**config.mk**
```make
export PLATFORM = sky130hd
export DESIGN_NAME = mult_div_unit
export DESIGN_NICKNAME = d
export VERILOG_FILES = /design/src/rtl/mult_div_unit.sv
export SDC_FILE = /design/constraint.sdc
export NUM_CORES = 1
export LEC_CHECK = 0
export ABC_AREA = 0
export BUFFER_PORTS_ARGS = -buffer_cell sky130_fd_sc_hd__buf_2
export CELL_PAD_IN_SITES_DETAIL_PLACEMENT = 1
export CELL_PAD_IN_SITES_GLOBAL_PLACEMENT = 2
export CORE_MARGIN = 2
export CORE_UTILIZATION = 32
export CTS_BUF_LIST = sky130_fd_sc_hd__clkbuf_16
export CTS_CLUSTER_SIZE = 40
export DETAILED_ROUTE_END_ITERATION = 6
export HOLD_SLACK_MARGIN = 0.03
export PLACE_DENSITY_LB_ADDON = 0.2
export REMOVE_ABC_BUFFERS = 1
export SLEW_MARGIN = 20
export SYNTH_ARGS = -nofsm -noshare
export SYNTH_HDL_FRONTEND = slang
export SYNTH_SLANG_ARGS = --single-unit
```
**constraint.sdc**
```tcl
create_clock -name clk -period 3.2 [get_ports clk]
set_input_delay 0 -clock clk [delete_from_list [all_inputs] [get_ports clk]]
set_output_delay 0 -clock clk [all_outputs]
set_load 0.05 [all_outputs]
```
**src/rtl/mult_div_unit.sv**
```systemverilog
// Iterative MULT/MULTU/DIV/DIVU unit holding the HI/LO pair for MFHI/MFLO.
// Ports: clk, clr_n (async low); start/op/rs_data/rt_data launch an op;
//   hi_we/lo_we/wdata are MTHI/MTLO; busy, done pulse, hi, lo are outputs.
module mult_div_unit #(
   parameter int WIDTH = 32
) (
   input  logic             clk,
   input  logic             clr_n,
   input  logic             start,
   input  logic [1:0]       op,
   input  logic [WIDTH-1:0] rs_data,
   input  logic [WIDTH-1:0] rt_data,
   input  logic             hi_we,
   input  logic             lo_we,
   input  logic [WIDTH-1:0] wdata,
   output logic             busy,
   output logic             done,
   output logic [WIDTH-1:0] hi,
   output logic [WIDTH-1:0] lo
);

   localparam int CW = $clog2(WIDTH);

   typedef enum logic [1:0] {
      S_IDLE,
      S_CALC,
      S_FIX
   } state_t;

   state_t           r_state;
   state_t           w_next;
   logic [CW-1:0]    r_cnt;
   logic [2*WIDTH-1:0] r_acc;
   logic [WIDTH-1:0] r_opnd;
   logic [WIDTH-1:0] r_rs;
   logic             r_div;
   logic             r_sa;
   logic             r_sb;
   logic             r_dz;
   logic [WIDTH-1:0] r_hi;
   logic [WIDTH-1:0] r_lo;
   logic             r_busy;
   logic             r_done;

   logic             w_signed;
   logic             w_sa;
   logic             w_sb;
   logic [WIDTH-1:0] w_ma;
   logic [WIDTH-1:0] w_mb;
   logic [WIDTH:0]   w_msum;
   logic [WIDTH:0]   w_rsh;
   logic             w_ok;
   logic [WIDTH-1:0] w_sub;
   logic [2*WIDTH-1:0] w_mul_nxt;
   logic [2*WIDTH-1:0] w_div_nxt;
   logic             w_neg;
   logic [2*WIDTH-1:0] w_prod;
   logic [WIDTH-1:0] w_quo;
   logic [WIDTH-1:0] w_rem;

   assign w_signed = ~op[0];
   assign w_sa     = w_signed & rs_data[WIDTH-1];
   assign w_sb     = w_signed & rt_data[WIDTH-1];
   assign w_ma     = w_sa ? -rs_data : rs_data;
   assign w_mb     = w_sb ? -rt_data : rt_data;

   // Multiply: acc = {partial, multiplier}; add into the top, shift right.
   assign w_msum    = {1'b0, r_acc[2*WIDTH-1:WIDTH]}
                    + (r_acc[0] ? {1'b0, r_opnd} : '0);
   assign w_mul_nxt = {w_msum, r_acc[WIDTH-1:1]};

   // Divide: acc = {remainder, dividend->quotient}; restoring step.
   // The difference fits WIDTH bits whenever the trial subtract succeeds.
   assign w_rsh     = {r_acc[2*WIDTH-1:WIDTH], r_acc[WIDTH-1]};
   assign w_ok      = (w_rsh >= {1'b0, r_opnd});
   assign w_sub     = w_rsh[WIDTH-1:0] - r_opnd;
   assign w_div_nxt = {w_ok ? w_sub : w_rsh[WIDTH-1:0],
                       r_acc[WIDTH-2:0], w_ok};

   assign w_neg  = r_sa ^ r_sb;
   assign w_prod = w_neg ? -r_acc : r_acc;
   assign w_quo  = w_neg ? -r_acc[WIDTH-1:0] : r_acc[WIDTH-1:0];
   assign w_rem  = r_sa ? -r_acc[2*WIDTH-1:WIDTH]
                        : r_acc[2*WIDTH-1:WIDTH];

   always_ff @(posedge clk or negedge clr_n) begin
      if (!clr_n) r_state <= S_IDLE;
      else        r_state <= w_next;
   end

   always_comb begin
      w_next = r_state;
      unique case (r_state)
         S_IDLE:  if (start) w_next = S_CALC;
         S_CALC:  if (r_cnt == CW'(WIDTH-1)) w_next = S_FIX;
         S_FIX:   w_next = S_IDLE;
         default: w_next = S_IDLE;
      endcase
   end

   always_ff @(posedge clk or negedge clr_n) begin
      if (!clr_n) begin
         r_cnt  <= '0;
         r_acc  <= '0;
         r_opnd <= '0;
         r_rs   <= '0;
         r_div  <= 1'b0;
         r_sa   <= 1'b0;
         r_sb   <= 1'b0;
         r_dz   <= 1'b0;
         r_hi   <= '0;
         r_lo   <= '0;
         r_busy <= 1'b0;
         r_done <= 1'b0;
      end else begin
         r_busy <= (w_next != S_IDLE);
         r_done <= (r_state == S_FIX);
         unique case (r_state)
            S_IDLE: begin
               if (start) begin
                  r_cnt  <= '0;
                  r_div  <= op[1];
                  r_sa   <= w_sa;
                  r_sb   <= w_sb;
                  r_dz   <= (rt_data == '0);
                  r_rs   <= rs_data;
                  r_acc  <= {{WIDTH{1'b0}}, op[1] ? w_ma : w_mb};
                  r_opnd <= op[1] ? w_mb : w_ma;
               end else begin
                  if (hi_we) r_hi <= wdata;
                  if (lo_we) r_lo <= wdata;
               end
            end
            S_CALC: begin
               r_cnt <= r_cnt + 1'b1;
               r_acc <= r_div ? w_div_nxt : w_mul_nxt;
            end
            S_FIX: begin
               if (r_div && r_dz) begin
                  r_hi <= r_rs;
                  r_lo <= '1;
               end else if (r_div) begin
                  r_hi <= w_rem;
                  r_lo <= w_quo;
               end else begin
                  r_hi <= w_prod[2*WIDTH-1:WIDTH];
                  r_lo <= w_prod[WIDTH-1:0];
               end
            end
            default: ;
         endcase
      end
   end

   assign busy = r_busy;
   assign done = r_done;
   assign hi   = r_hi;
   assign lo   = r_lo;

endmodule

```
* After elaboration in Yosys (flattened, before gate mapping) *
Cells that the tools add are included.

word-level totals
  register bits = 205
  input port bits = 103
  output and inout port bits = 66

operators by class
  bitwise gates (word level) = 4
  add/subtract/negate cells = 8
  $lt $le $gt $ge = 1
  reduce and logical (&&, ||, !) cells = 10
  mux-type cells = 27
  equal/unequal tests = 7

operator list
  kind                 number
  $mux 32              16
  $mux 64              3
  $neg 32->32          4
  $pmux 32 s2          2
  $pmux 64 s2          1
  $neg 64->64          1
  $add 32x32->33       1
  $ge 33x32->1         1
  $logic_not 32->1     1
  $sub 32x32->32       1
  $pmux 5 s2           1
  $ne 2x2->1 const B   4
  $reduce_and 3->1     2
  $reduce_bool 2->1    3
  $add 5x1->5 const B  1
  $eq 5x5->1 const B   1
  $mux 5               1
  $mux 2               2
  $pmux 2 s2           1
  $reduce_and 2->1     2
  $and 1x1->1          2
  $eq 2x1->1 const B   1
  $eq 2x2->1 const B   1
  $logic_not 2->1      1
  3 further kinds      3

* Logic depth before layout (Yosys ltp) *
  depth after elaboration = 6
  gate-level depth with buffers = 15
  gate-level depth less buffers = 13

* Least setup slack after synthesis *
OpenSTA, ideal clock, no wires.

  path type = register to register
  start = reg r_acc[0]
  end = reg r_acc[62]
  setup time = 122 ps
  arrival time = 3300 ps
  buffers on the path = 3
  period minus slack after synthesis = 3422 ps
  setup slack = -222 ps
  cell stages (with the launch flop) = 16
  cells stage by stage = dfrtp_1 clkbuf_1 inv_1 clkbuf_1 nor2_1 ha_1 clkbuf_1 nand4_1 nor3_1 nand2_1 a2111oi_0 o211ai_1 a31oi_1 a31oi_1 mux2i_1 a32o_1

on the way
  word-level cells in the longest chain between the ends = 4

ends and longest elaborated chain
  element                   RTL line  source
  start: declaration        33        logic [2*WIDTH-1:0] r_acc;
  start signal: assignment  127       r_acc <= {{WIDTH{1'b0}}, op[1] ? w_ma : w_mb};
  start signal: assignment  136       r_acc <= r_div ? w_div_nxt : w_mul_nxt;
  $mux 32                   69        + (r_acc[0] ? {1'b0, r_opnd} : '0);
  $add 32x32->33            69
  $mux 64                   136
  $pmux 64 s2               118       unique case (r_state)

Every way passes these cells.
A chain may end at the register's enable or synchronous reset.

* Worst setup path in the final report *
Same ends and word-level chain as after synthesis.

==> impl_metrics.csv <==
group,metric,value,unit
run,max-cap-violations,0,
route,wl_per_cell,23.4,um
timing,final.setup.worst_slack,0.0152,ns
cells_and_area,fin_area,0.0218,mm^2
global_routing,first_global_vias,18600,
power,switching_share,50.4,%
setup_path,cp.required,3.67,ns
synth,syn_area,0.0166,mm^2
floorplan,std_cell_rows,83,
timing,hold_viol,0,
cells_and_area,fillerInstances,6250,
power,switchingPower,14.0,mW
setup_path,critPathSlowestCell,"dfrtp_1",
synth,synthFlopType,"dfrtp_1",
timing,whs,0.00609,ns
global_routing,antenna_found_initial,1,
floorplan,die_w,232,um
cells_and_area,fin_nets,2691,
global_routing,grt_pass1_wl,114000,um
route,vias,17900,
outcome,status,"complete, no violations",
timing,worst_pin_slew,1.23,ns
clocking,clk_pin_slew,0.06,ns
timing,clock.fmax,0.314,GHz
setup_path,critPathCaptureType,"flop",
global_routing,gr-total-overflow,0,
placement,gp_congestion,0.929,
setup_path,path_cells,"inv_2 -> buf_12 -> nor2_1 -> ha_1 -> a211oi_2 -> o21bai_4 -> o2111ai_4 -> a2111oi_4 -> buf_4 -> o211ai_1 -> a31oi_2 -> a31oi_1 -> mux2i_1 -> a32o_1",
placement,io_buffers,168,
synth,syn_inst,2124,
setup_path,arrival,3.65,ns
route,dr.pass1.iters,6,
placement,post-place-ws,-0.250,ns
clocking,cts_tree,"built",
clocking,clock_path_buffers,3,
timing,slew_headroom,17.8,%
floorplan,die_y,232,um
timing,worst_clock_skew,0.0248,ns
placement,placed_cell_area,0.0195,mm^2
clocking,worstSkewPairLatency,0.58,ns
synth,ys_types,88,
cells_and_area,syn2layout_area_growth,31.3,%
synth,async_flop_share,100,%
timing,setup_viol,0,
timing,fin_crit_sh,99.5,%
global_routing,grt_start_max_net_pins,88,
placement,place_hpwl,58700,um
route,viasPerCell,5.57,
floorplan,core_area,0.0513,mm^2
clocking,clockRootBuffer,"clkbuf_16",
setup_path,cp_max_fo,9,
power,power_frac_seq,17.1,%
route,wirelength,75400,um
synth,synth_edf_count,0,
power,internal-power,13.7,mW
power,cellPowerDensity,1270,mW/mm^2
synth,syn_area_per_cell,7.81,um^2
cells_and_area,drive_above_1_share,22.3,%
route,detail-route-antenna-nets,0,
synth,ys_seq_elements,205,
synth,synth-seq-area-share,30.9,%
power,ir_drop,450,uV
power,pwr-share-clk,11.4,%
global_routing,track_usage,27.6,%
route,drc,0,
setup_path,slowest_delay,0.42,ns
floorplan,initial_core_util,32.3,%
timing,drv_slew,0,
clocking,clock-sinks,205,
setup_path,crit_type,"flop to flop",
setup_path,regToRegSetupSlack,0.02,ns
setup_path,cp-start-kind,"flop",
power,pwr-share-comb,71.5,%
timing,min_period,3.18,ns
floorplan,die-area,0.0537,mm^2
route,drtIter0Drc,1230,
min_path,hp-class,"primary input to async pin",
timing,rsz0062_at_grt,"true",
synth,yosys_warnings,0,
clocking,cts_made_buffers,27,
clocking,cts-htree-levels,1,
power,p_leak,9.69,nW
floorplan,io_pins,169,
[layout by cell type, fill, tap and decap left out, types with 53 or more instances in the layout]
cell type and instances:
buf_2 167, nand2_1 275, mux2i_1 53, o21ai_0 201, a21oi_1 182, dlygate4sd3_1 90, ha_1 63, nor2_1 214
buf_4 237, xor2_1 68, inv_1 71, xnor2_1 100, dfrtp_1 201
[final timing paths]
path / to / cells after the start / from
setup / recovery: r_acc[62]$_DFFE_PN0P_ / 14 / r_acc[0]$_DFFE_PN0P_
hold / removal: r_acc[35]$_DFFE_PN0P_ / 2 / clr_n
max in group asynchronous: hi[15]$_DFFE_PN0P_ / 3 / clr_n
min in group clk: r_opnd[13]$_DFFE_PN0P_ / 4 / rt_data[13]
setup reg to reg: r_acc[62]$_DFFE_PN0P_ / 14 / r_acc[0]$_DFFE_PN0P_
hold reg to reg: lo[3]$_DFFE_PN0P_ / 2 / lo[3]$_DFFE_PN0P_
[logic make-up (layout without fill, tap and decap cells)]
logic type               Yosys count  count (layout)  share of synthesized area (%)
adder cells (fa/ha/maj)           72              72                           5.52
flip-flops                       205             205                           30.9
AO/OA/AOI/OAI                    692             692                           25.7
AND/OR/NAND/NOR                  713             713                           19.9
multiplexers                      58              58                           3.54
XOR/XNOR                         171             171                           9.03
other                              0               2                              0
buffers and inverters            213             624                           5.43
[timing repair]
action                                  in CTS  in global routing
pin swaps                                    4                 29
endpoints found under the setup margin      27                 32
hold buffers                                90                  0
endpoints found under the hold margin      300                  0
setup buffers                                2                 11
gates resized for setup                     25                 71
[metrics by stage]
stage	setup TNS, ns	std cells	utilization (%)	power [mW]
floorplan	-47.83	1984	-	16.1
global placement	-0.599	3064	38.0	23.2
detailed placement	-1.92	3064	38.0	23.6
CTS	0	3204	41.7	27.1
global route	-0.360	3216	42.4	29.8
finish	0	3217	42.5	27.7
[power groups by stage]
stage / registers [mW] / logic (mW) / clock network [mW]
global route: 4.87 / 21.6 / 3.33
CTS: 4.72 / 19.2 / 3.21
finish: 4.73 / 19.8 / 3.16
global placement: 4.70 / 18.5 / 0
floorplan: 6.04 / 10.0 / 0
detailed placement: 4.75 / 18.8 / 0
[cell type report]
type                       instances  area [um^2]  area share [%]
timing repair buffer             503         3670            16.9
tap                              680          851            3.91
clock buffer                      27          676            3.10
clock inverter                    21          210           0.965
antenna                            2         5.00          0.0230
multi-input combinational       1706        11000            50.3
sequential                       205         5130            23.6
inverter                          73          274            1.26
[registers in the layout, summed over array words and instances (netlist names)]
name / cells
lo: 32
r_dz: 1
r_acc: 64
r_state: 2
r_cnt: 5
r_rs: 32
r_sb: 1
hi: 32
busy: 1
r_opnd: 32
r_div: 1
done: 1
r_sa: 1
[synthesized netlist by cell type, drive strengths merged (10+ instances only)]
cell    number  area share [%]
and3        10            0.38
o21a        12            0.54
o211ai      14            0.63
or2         11            0.42
o22ai       50             1.9
a21o        24             1.1
nand3       31             1.0
xnor2      103             5.4
o31ai       18            0.85
nor2       216             4.9
xor2        68             3.6
dfrtp      205              31
inv         72             1.6
nand2      277             6.3
nand4       14            0.53
a22oi       13            0.59
a31oi       22            0.83
nand2b      18            0.68
nor3        46             1.5
a211oi      35             1.6
nor2b       10            0.38
or4         12            0.59
buf         21            0.60
or3         27             1.0
mux2i       53             3.2
and2        12            0.45
clkbuf     118             3.0
a21oi      194             5.9
ha          70             5.3
o21ai      215             6.5
o221ai      20             1.1
nor4        11            0.67
[per-layer routing]
layer | wire [um] | share of wire [%] | vias to the layer above | global-route usage (%)
met1 | 33900 | 45 | 8967 | 36.9
li1 | - | - | 8393 | -
met3 | 3130 | 4.2 | 121 | 3.22
met4 | 2860 | 3.8 | 2 | 9.23
met5 | 79 | 0.10 | - | 1.10
met2 | 35400 | 47 | 441 | 46.1
[worst max-delay path, delay by kind of cell, from the launching register on]
family | cells | cell delay (ns)
compound gates | 8 | 1.82
flops | 1 | 0.42
mux | 1 | 0.12
simple gates | 1 | 0.05
buf+inv | 3 | 0.43
fa+ha+maj | 1 | 0.25
Power figures use the tool's default switching activity.
